### config.mk
export PLATFORM = sky130hd
export DESIGN_NAME = i2s_tx
export DESIGN_NICKNAME = d
export VERILOG_FILES = /design/src/rtl/audio_pkg.sv /design/src/rtl/bclk_gen.sv /design/src/rtl/i2s_tx.sv
export SDC_FILE = /design/constraint.sdc
export NUM_CORES = 1
export LEC_CHECK = 0
export ABC_AREA = 1
export CAP_MARGIN = 20
export CORE_MARGIN = 3
export CORE_UTILIZATION = 60
export DETAILED_ROUTE_END_ITERATION = 6
export GPL_ROUTABILITY_DRIVEN = 0
export HOLD_SLACK_MARGIN = 0.1
export PLACE_DENSITY_LB_ADDON = 0.25
export SYNTH_ARGS = -nofsm -noshare
export SYNTH_HDL_FRONTEND = slang
export SYNTH_SLANG_ARGS = --single-unit
export TNS_END_PERCENT = 30
### constraint.sdc
create_clock -name Clk -period 5.61 [get_ports Clk]
set_input_delay 0.8415 -clock Clk [delete_from_list [all_inputs] [get_ports Clk]]
set_output_delay 0.8415 -clock Clk [all_outputs]
set_load 0.03 [all_outputs]
### src/rtl/audio_pkg.sv
// Shared types and frame geometry for the I2S transmit path.
package audio_pkg;

  typedef logic signed [15:0] sample_t;

  localparam int DATA_BITS  = 16;
  localparam int SLOT_BITS  = 32;
  localparam int FRAME_BITS = 64;

  typedef enum logic {
    IDLE,
    RUN
  } tx_state_t;

  // Slots 1..DATA_BITS carry sample bits; slot 0 is the I2S one-bit delay.
  function automatic logic slot_has_data(input logic [4:0] slot);
    return (slot >= 5'd1) && (slot <= 5'(DATA_BITS));
  endfunction

endpackage

### src/rtl/bclk_gen.sv
// Bit-clock divider: BCLK toggles every BCLK_HALF cycles; fall strobes in the
// cycle whose closing edge takes BCLK from 1 to 0.
module bclk_gen #(
  parameter int BCLK_HALF = 8
) (
  input  logic Clk,
  input  logic Reset_n,
  output logic BCLK,
  output logic fall
);

  localparam int CW = $clog2(BCLK_HALF);
  localparam logic [CW-1:0] LAST = CW'(BCLK_HALF - 1);

  logic [CW-1:0] div_cnt_q, div_cnt_d;
  logic          bclk_q, bclk_d;
  logic          wrap;

  always_comb begin
    wrap      = (div_cnt_q == LAST);
    div_cnt_d = wrap ? '0 : div_cnt_q + 1'b1;
    bclk_d    = wrap ? ~bclk_q : bclk_q;
  end

  always_ff @(posedge Clk) begin
    if (!Reset_n) begin
      div_cnt_q <= '0;
      bclk_q    <= 1'b0;
    end else begin
      div_cnt_q <= div_cnt_d;
      bclk_q    <= bclk_d;
    end
  end

  assign BCLK = bclk_q;
  assign fall = wrap & bclk_q;

endmodule

### src/rtl/i2s_tx.sv
// Mono-to-stereo I2S transmitter with a one-entry holding register; outputs
// change only on BCLK falling edges, so they are stable at every rising edge.
module i2s_tx
  import audio_pkg::*;
#(
  parameter int BCLK_HALF = 8
) (
  input  logic                 Clk,
  input  logic                 Reset_n,
  input  logic [DATA_BITS-1:0] Data_in,
  input  logic                 Data_valid,
  output logic                 Data_ready,
  output logic                 BCLK,
  output logic                 LRCLK,
  output logic                 DACDAT,
  output logic                 Underrun
);

  logic fall;

  bclk_gen #(
    .BCLK_HALF (BCLK_HALF)
  ) u_bclk_gen (
    .Clk     (Clk),
    .Reset_n (Reset_n),
    .BCLK    (BCLK),
    .fall    (fall)
  );

  sample_t   hold_q, hold_d;
  logic      hold_full_q, hold_full_d;
  sample_t   sample_q, sample_d;
  sample_t   shift_q, shift_d;
  logic [5:0] bit_cnt_q, bit_cnt_d;
  tx_state_t state_q, state_d;
  logic      dacdat_q, dacdat_d;
  logic      underrun_q, underrun_d;

  logic       accept;
  logic       frame_load;
  logic [5:0] bit_cnt_nxt;

  assign accept     = Data_valid & ~hold_full_q;
  assign frame_load = fall & (bit_cnt_q == 6'(FRAME_BITS - 1));

  always_comb begin
    hold_d      = hold_q;
    hold_full_d = hold_full_q;
    sample_d    = sample_q;
    shift_d     = shift_q;
    bit_cnt_d   = bit_cnt_q;
    state_d     = state_q;
    dacdat_d    = dacdat_q;
    underrun_d  = underrun_q;
    bit_cnt_nxt = bit_cnt_q + 6'd1;

    if (fall) begin
      bit_cnt_d = bit_cnt_nxt;
      dacdat_d  = 1'b0;
      if (frame_load) begin
        // An empty holding register means the previous sample is replayed.
        if (hold_full_q) begin
          sample_d    = hold_q;
          shift_d     = hold_q;
          hold_full_d = 1'b0;
          state_d     = RUN;
        end else begin
          shift_d = sample_q;
          if (state_q == RUN) begin
            underrun_d = 1'b1;
          end
        end
      end else if (bit_cnt_nxt == 6'(SLOT_BITS)) begin
        shift_d = sample_q;
      end else if (slot_has_data(bit_cnt_nxt[4:0])) begin
        dacdat_d = (state_q == RUN) & shift_q[DATA_BITS-1];
        shift_d  = {shift_q[DATA_BITS-2:0], 1'b0};
      end
    end

    // A sample accepted in the load cycle is held for the following frame.
    if (accept) begin
      hold_d      = Data_in;
      hold_full_d = 1'b1;
    end
  end

  always_ff @(posedge Clk) begin
    if (!Reset_n) begin
      hold_q      <= '0;
      hold_full_q <= 1'b0;
      sample_q    <= '0;
      shift_q     <= '0;
      bit_cnt_q   <= '0;
      state_q     <= IDLE;
      dacdat_q    <= 1'b0;
      underrun_q  <= 1'b0;
    end else begin
      hold_q      <= hold_d;
      hold_full_q <= hold_full_d;
      sample_q    <= sample_d;
      shift_q     <= shift_d;
      bit_cnt_q   <= bit_cnt_d;
      state_q     <= state_d;
      dacdat_q    <= dacdat_d;
      underrun_q  <= underrun_d;
    end
  end

  assign Data_ready = ~hold_full_q;
  assign LRCLK      = bit_cnt_q[5];
  assign DACDAT     = dacdat_q;
  assign Underrun   = underrun_q;

endmodule
After elaboration in Yosys (flattened, before gate mapping):

Cells that the tools add are included.

* register bits after elaboration: 62
* bits in latches: 0
* bits in writable memories: 0
* memory bits (read-only): 0
* input port bits: 19
* output and inout port bits: 5
* logic and storage cells: 44
* memories kept: 0

* add/subtract/negate cells: 2
* multiply operators: 0
* divide/modulo/power cells: 0
* order comparisons: 2
* eq/ne operators: 3
* shift operators: 0
* multiplexer cells: 10
* bitwise gates (word level): 7
* reduce and logical (&&, ||, !) cells: 10

Operators with widths (count)
* $mux 16: 4
* $eq 6x6->1 const B: 2
* $add 6x1->6 const B: 1
* $mux 1: 6
* $reduce_and 2->1: 3
* $ge 5x1->1 const B: 1
* $le 5x5->1 const B: 1
* $and 1x1->1: 4
* $reduce_and 4->1: 1
* $reduce_bool 2->1: 2
* $add 3x1->3 const B: 1
* $eq 3x3->1 const B: 1
* $not 1->1: 3
* $reduce_and 3->1: 1
* $reduce_bool 3->1: 1
* $reduce_or 2->1: 1
* $logic_and 1x1->1: 1

Depth between registers and ports, before layout:

* word-level depth: 6
* gate-level depth with buffers: 15
* gate-level depth less buffers: 14

Cells and area by module:

From an unflattened synthesis, not the netlist that was laid out.

* cells, all modules: 447
* area total of the unflattened synthesis: 2991.6 um^2

By module, submodules not included
* i2s_tx: times used 1, cells an instance 429, area an instance 2836.5 um^2, sequential area each 1161.1 um^2
* bclk_gen: times used 1, cells an instance 18, area an instance 155.1 um^2, sequential area each 80.1 um^2

Least setup slack after synthesis:

OpenSTA, ideal clock, no wires.

* path type: flip-flop to flip-flop
* start: register u_bclk_gen.div_cnt_q[0]
* end: register shift_q[1]
* setup time: 113 ps
* arrival time: 1713 ps
* slack: 3784 ps
* stages on the path, launching flop included: 11
* path buffers: 1
* period minus slack after synthesis: 1826 ps
* cell sequence: dfxtp_1 ha_1 ha_1 nand2_1 nor3_4 inv_2 clkbuf_1 nand2_1 a21oi_1 nor2_1 nor2_1

* cells in the longest elaborated chain, start to end: 5

RTL lines
* from (decl): line bclk_gen.sv:15 `logic [CW-1:0] div_cnt_q, div_cnt_d;`
* from (signal assigned): line bclk_gen.sv:30 `div_cnt_q <= div_cnt_d;`
* $eq 3x3->1 (*): line bclk_gen.sv:20 `wrap = (div_cnt_q == LAST);`
* $and 1x1->1 (*): line bclk_gen.sv:36 `assign fall = wrap & bclk_q;`
* $and 1x1->1: line i2s_tx.sv:44 `assign frame_load = fall & (bit_cnt_q == 6'(FRAME_BITS - 1));`
* $reduce_bool 3->1 (no source line)
* $reduce_and 2->1 (no source line)
* to (signal assigned): line i2s_tx.sv:102 `shift_q <= shift_d;`
* to (decl): line i2s_tx.sv:33 `sample_t shift_q, shift_d;`

Every way passes the cells marked *; elsewhere a longest branch is shown, timed or not.
A chain may end at the register's enable or synchronous reset.

Final worst setup path:

* start: register hold_full_q
* end: output Data_ready

* cells in the longest elaborated chain, start to end: 1

RTL lines
* from (decl): line i2s_tx.sv:31 `logic hold_full_q, hold_full_d;`
* from (signal assigned): line i2s_tx.sv:100 `hold_full_q <= hold_full_d;`
* $not 1->1 (no source line)
* to (decl): line i2s_tx.sv:12 `output logic Data_ready,`

No other way between the ends.

==> results.toml <==
[power_and_ir_drop]
p_leak_nw = 1.48
peakVddDrop_mv = 0.188
power_density_nw_per_um2 = 269
finalPower_mw = 0.889

[sta]
max_freq_mhz = 310
rsz0062_at_grt = "no"
period_minus_slack_ps = 3230
finalWorstSetupSlack_ps = 2380
min_period_over_period_pct = 57.5
relSlewSlack_pct = 49.0
setup_viol = 0
finalHoldViolCount = 0
drv_slew = 0
worst_pin_slew_ps = 763
tns_ps = 0
fin_worst_skew_ps = 7.01

[global_routing]
overflow = 0
grt_max_degree = 41
grt_pass1_wl_um = 10800
antenna_found_initial = 0
grt_usage_pct = 25.0
grt_pass1_vias = 2389

[worst_setup_path]
rr_startpoint = "u_bclk_gen.div_cnt_q[0]"
end_kind = "output pin"
slowest_delay_ps = 760
path_cells = "clkinv_1 -> clkdlybuf4s50_1"
crit_slowest_cell = "clkdlybuf4s50_1"
worst-path-max-fanout = 20
r2r_cells = 9
r2r_slack_ps = 2880
critPathArrivalTime_ps = 2390
worst_ep_required_time_ps = 4770
critPathLaunchType = "flop"
path_class = "reg2out"
crit_start = "hold_full_q"

[clock_network]
cts_htree_levels = 3
cts_made_buffers = 9
cts_sinks = 62
postCtsSetupBuffers = 0
postCtsResizedCells = 0
cts_buffer_depth = 2
clk_pin_slew_worst_paths_ps = 60
cts_tree = "done"
clk-insertion-delay-late_ps = 340
holdBufCountCts = 0
root_buffer = "clkbuf_8"

[layout]
diodes = 0
final_core_util_pct = 73.4
finish.net_count = 476
final_cell_mix = "nand2_1 (127), nor2_1 (86), dfxtp_1 (62)"
final_area_sq_um = 3310
syn_to_final_growth_pct = 13.8
final_common_cell = "nand2_1"
drive_gt1_share_pct = 6.58

[route]
wirelength_um = 6400
vias_per_cell = 5.38
antenna_left = 0
dr.pass1.iters = 5
drc = 0
vias = 2732
first_iter_violations = 334
routedWlPerCell_um = 12.6

[die]
ios = 24
num_rows = 24
dieArea_sq_um = 5710
start_util_pct = 64.5
die_w_um = 75.6
dieHeight_um = 75.6
core_sq_um = 4500

[synth]
ys_ff_latch = 62
yosysSeqAreaShare_pct = 42.7
synth_fp_nets = 459
syn_area_per_cell_sq_um = 6.68
synth_cell_type_count = 30
synth_top_cell_by_area = "dfxtp_1"
synth_top_area_share_pct = 42.7
synth_area_sq_um = 2900
synth_warnings = 0
synth.area.top_cells = "dfxtp_1 (43%), nand2_1 (16%), nor2_1 (11%)"
syn_inst = 435

[place]
port-buffer-count = 23
place_hpwl_um = 4170
place_area_sq_um = 3120
post-place-ws_ps = 2720

[min_path]
min_from = "u_bclk_gen.div_cnt_q[0]"
min_delay_path_depth = 1
holdCritPathClass = "reg2reg"

[status]
status = "completed"

[run]
maxCapViolations = 0
## cells by family after synthesis
kind of cell    count (synthesis)  synth area share (%)
buf+inv                        56                  8.01
flops                          62                  42.7
fa+ha+maj                       5                  2.15
compound gates                 62                  11.2
simple gates                  250                  35.9
## cells in the mapped netlist
cell type and number:
nand2_8 1, nor3_1 2, o211ai_1 1, nand2_1 127, nand2_2 2, clkinv_1 2, nor2_1 86, clkbuf_1 12
or2_2 1, a21oi_1 37, inv_2 4, nand4_2 1, buf_4 1, o21ai_1 1, o21ai_0 17, nand3_1 23
o22ai_1 4, nor3_4 1, nand4_1 2, nand2_4 1, o21a_1 1, ha_1 5, buf_2 3, dfxtp_1 62
inv_1 32, nand3_2 1, buf_6 2, o21ai_2 1, nor2_2 1, nor2_4 1
## power by group
group / internal (mW) / total, mW / switching [mW]
combinational: 0.0225 / 0.0511 / 0.0286
clock: 0.213 / 0.379 / 0.165
sequential: 0.452 / 0.460 / 0.00789
## metal layers
layer	wire [um]	track usage (%)
met5	0	0
met4	150	10.5
met3	406	6.73
met2	2880	37.9
met1	2970	33.7
## registers in the layout, summed over array words and instances, names as in the netlist
signal                count
sample_q                 16
bit_cnt_q                 6
hold_q                   16
u_bclk_gen.BCLK           1
state_q                   1
u_bclk_gen.div_cnt_q      3
hold_full_q               1
Underrun                  1
DACDAT                    1
shift_q                  16
## final timing paths
kind                                           endpoint
worst max-delay path                         Data_ready
worst max register to register               shift_q[4]
worst min-delay path            u_bclk_gen.div_cnt_q[0]
worst min register to register  u_bclk_gen.div_cnt_q[0]
## worst max-delay path: cells and delay by family (launching register included)
family                 cells  cell delay (ps)
buffers and inverters      2             1370
DFF                        1              670
## cell type report
| cell class | count | area, sq um |
|---|---|---|
| inverter | 38 | 143 |
| fill | 361 | 1200 |
| clock inverter | 4 | 47.5 |
| timing repair buffer | 24 | 238 |
| multi-input combinational | 317 | 1430 |
| tap | 52 | 65.1 |
| sequential | 62 | 1240 |
| clock buffer | 11 | 141 |
## stage by stage
step | std cells | hold slack, ps
after detailed placement | 493 | 427
after global routing | 508 | 444
after floorplan | 435 | 397
after CTS | 508 | 436
after global placement | 493 | 407
final | 508 | 433
Power figures use the tool's default switching activity.
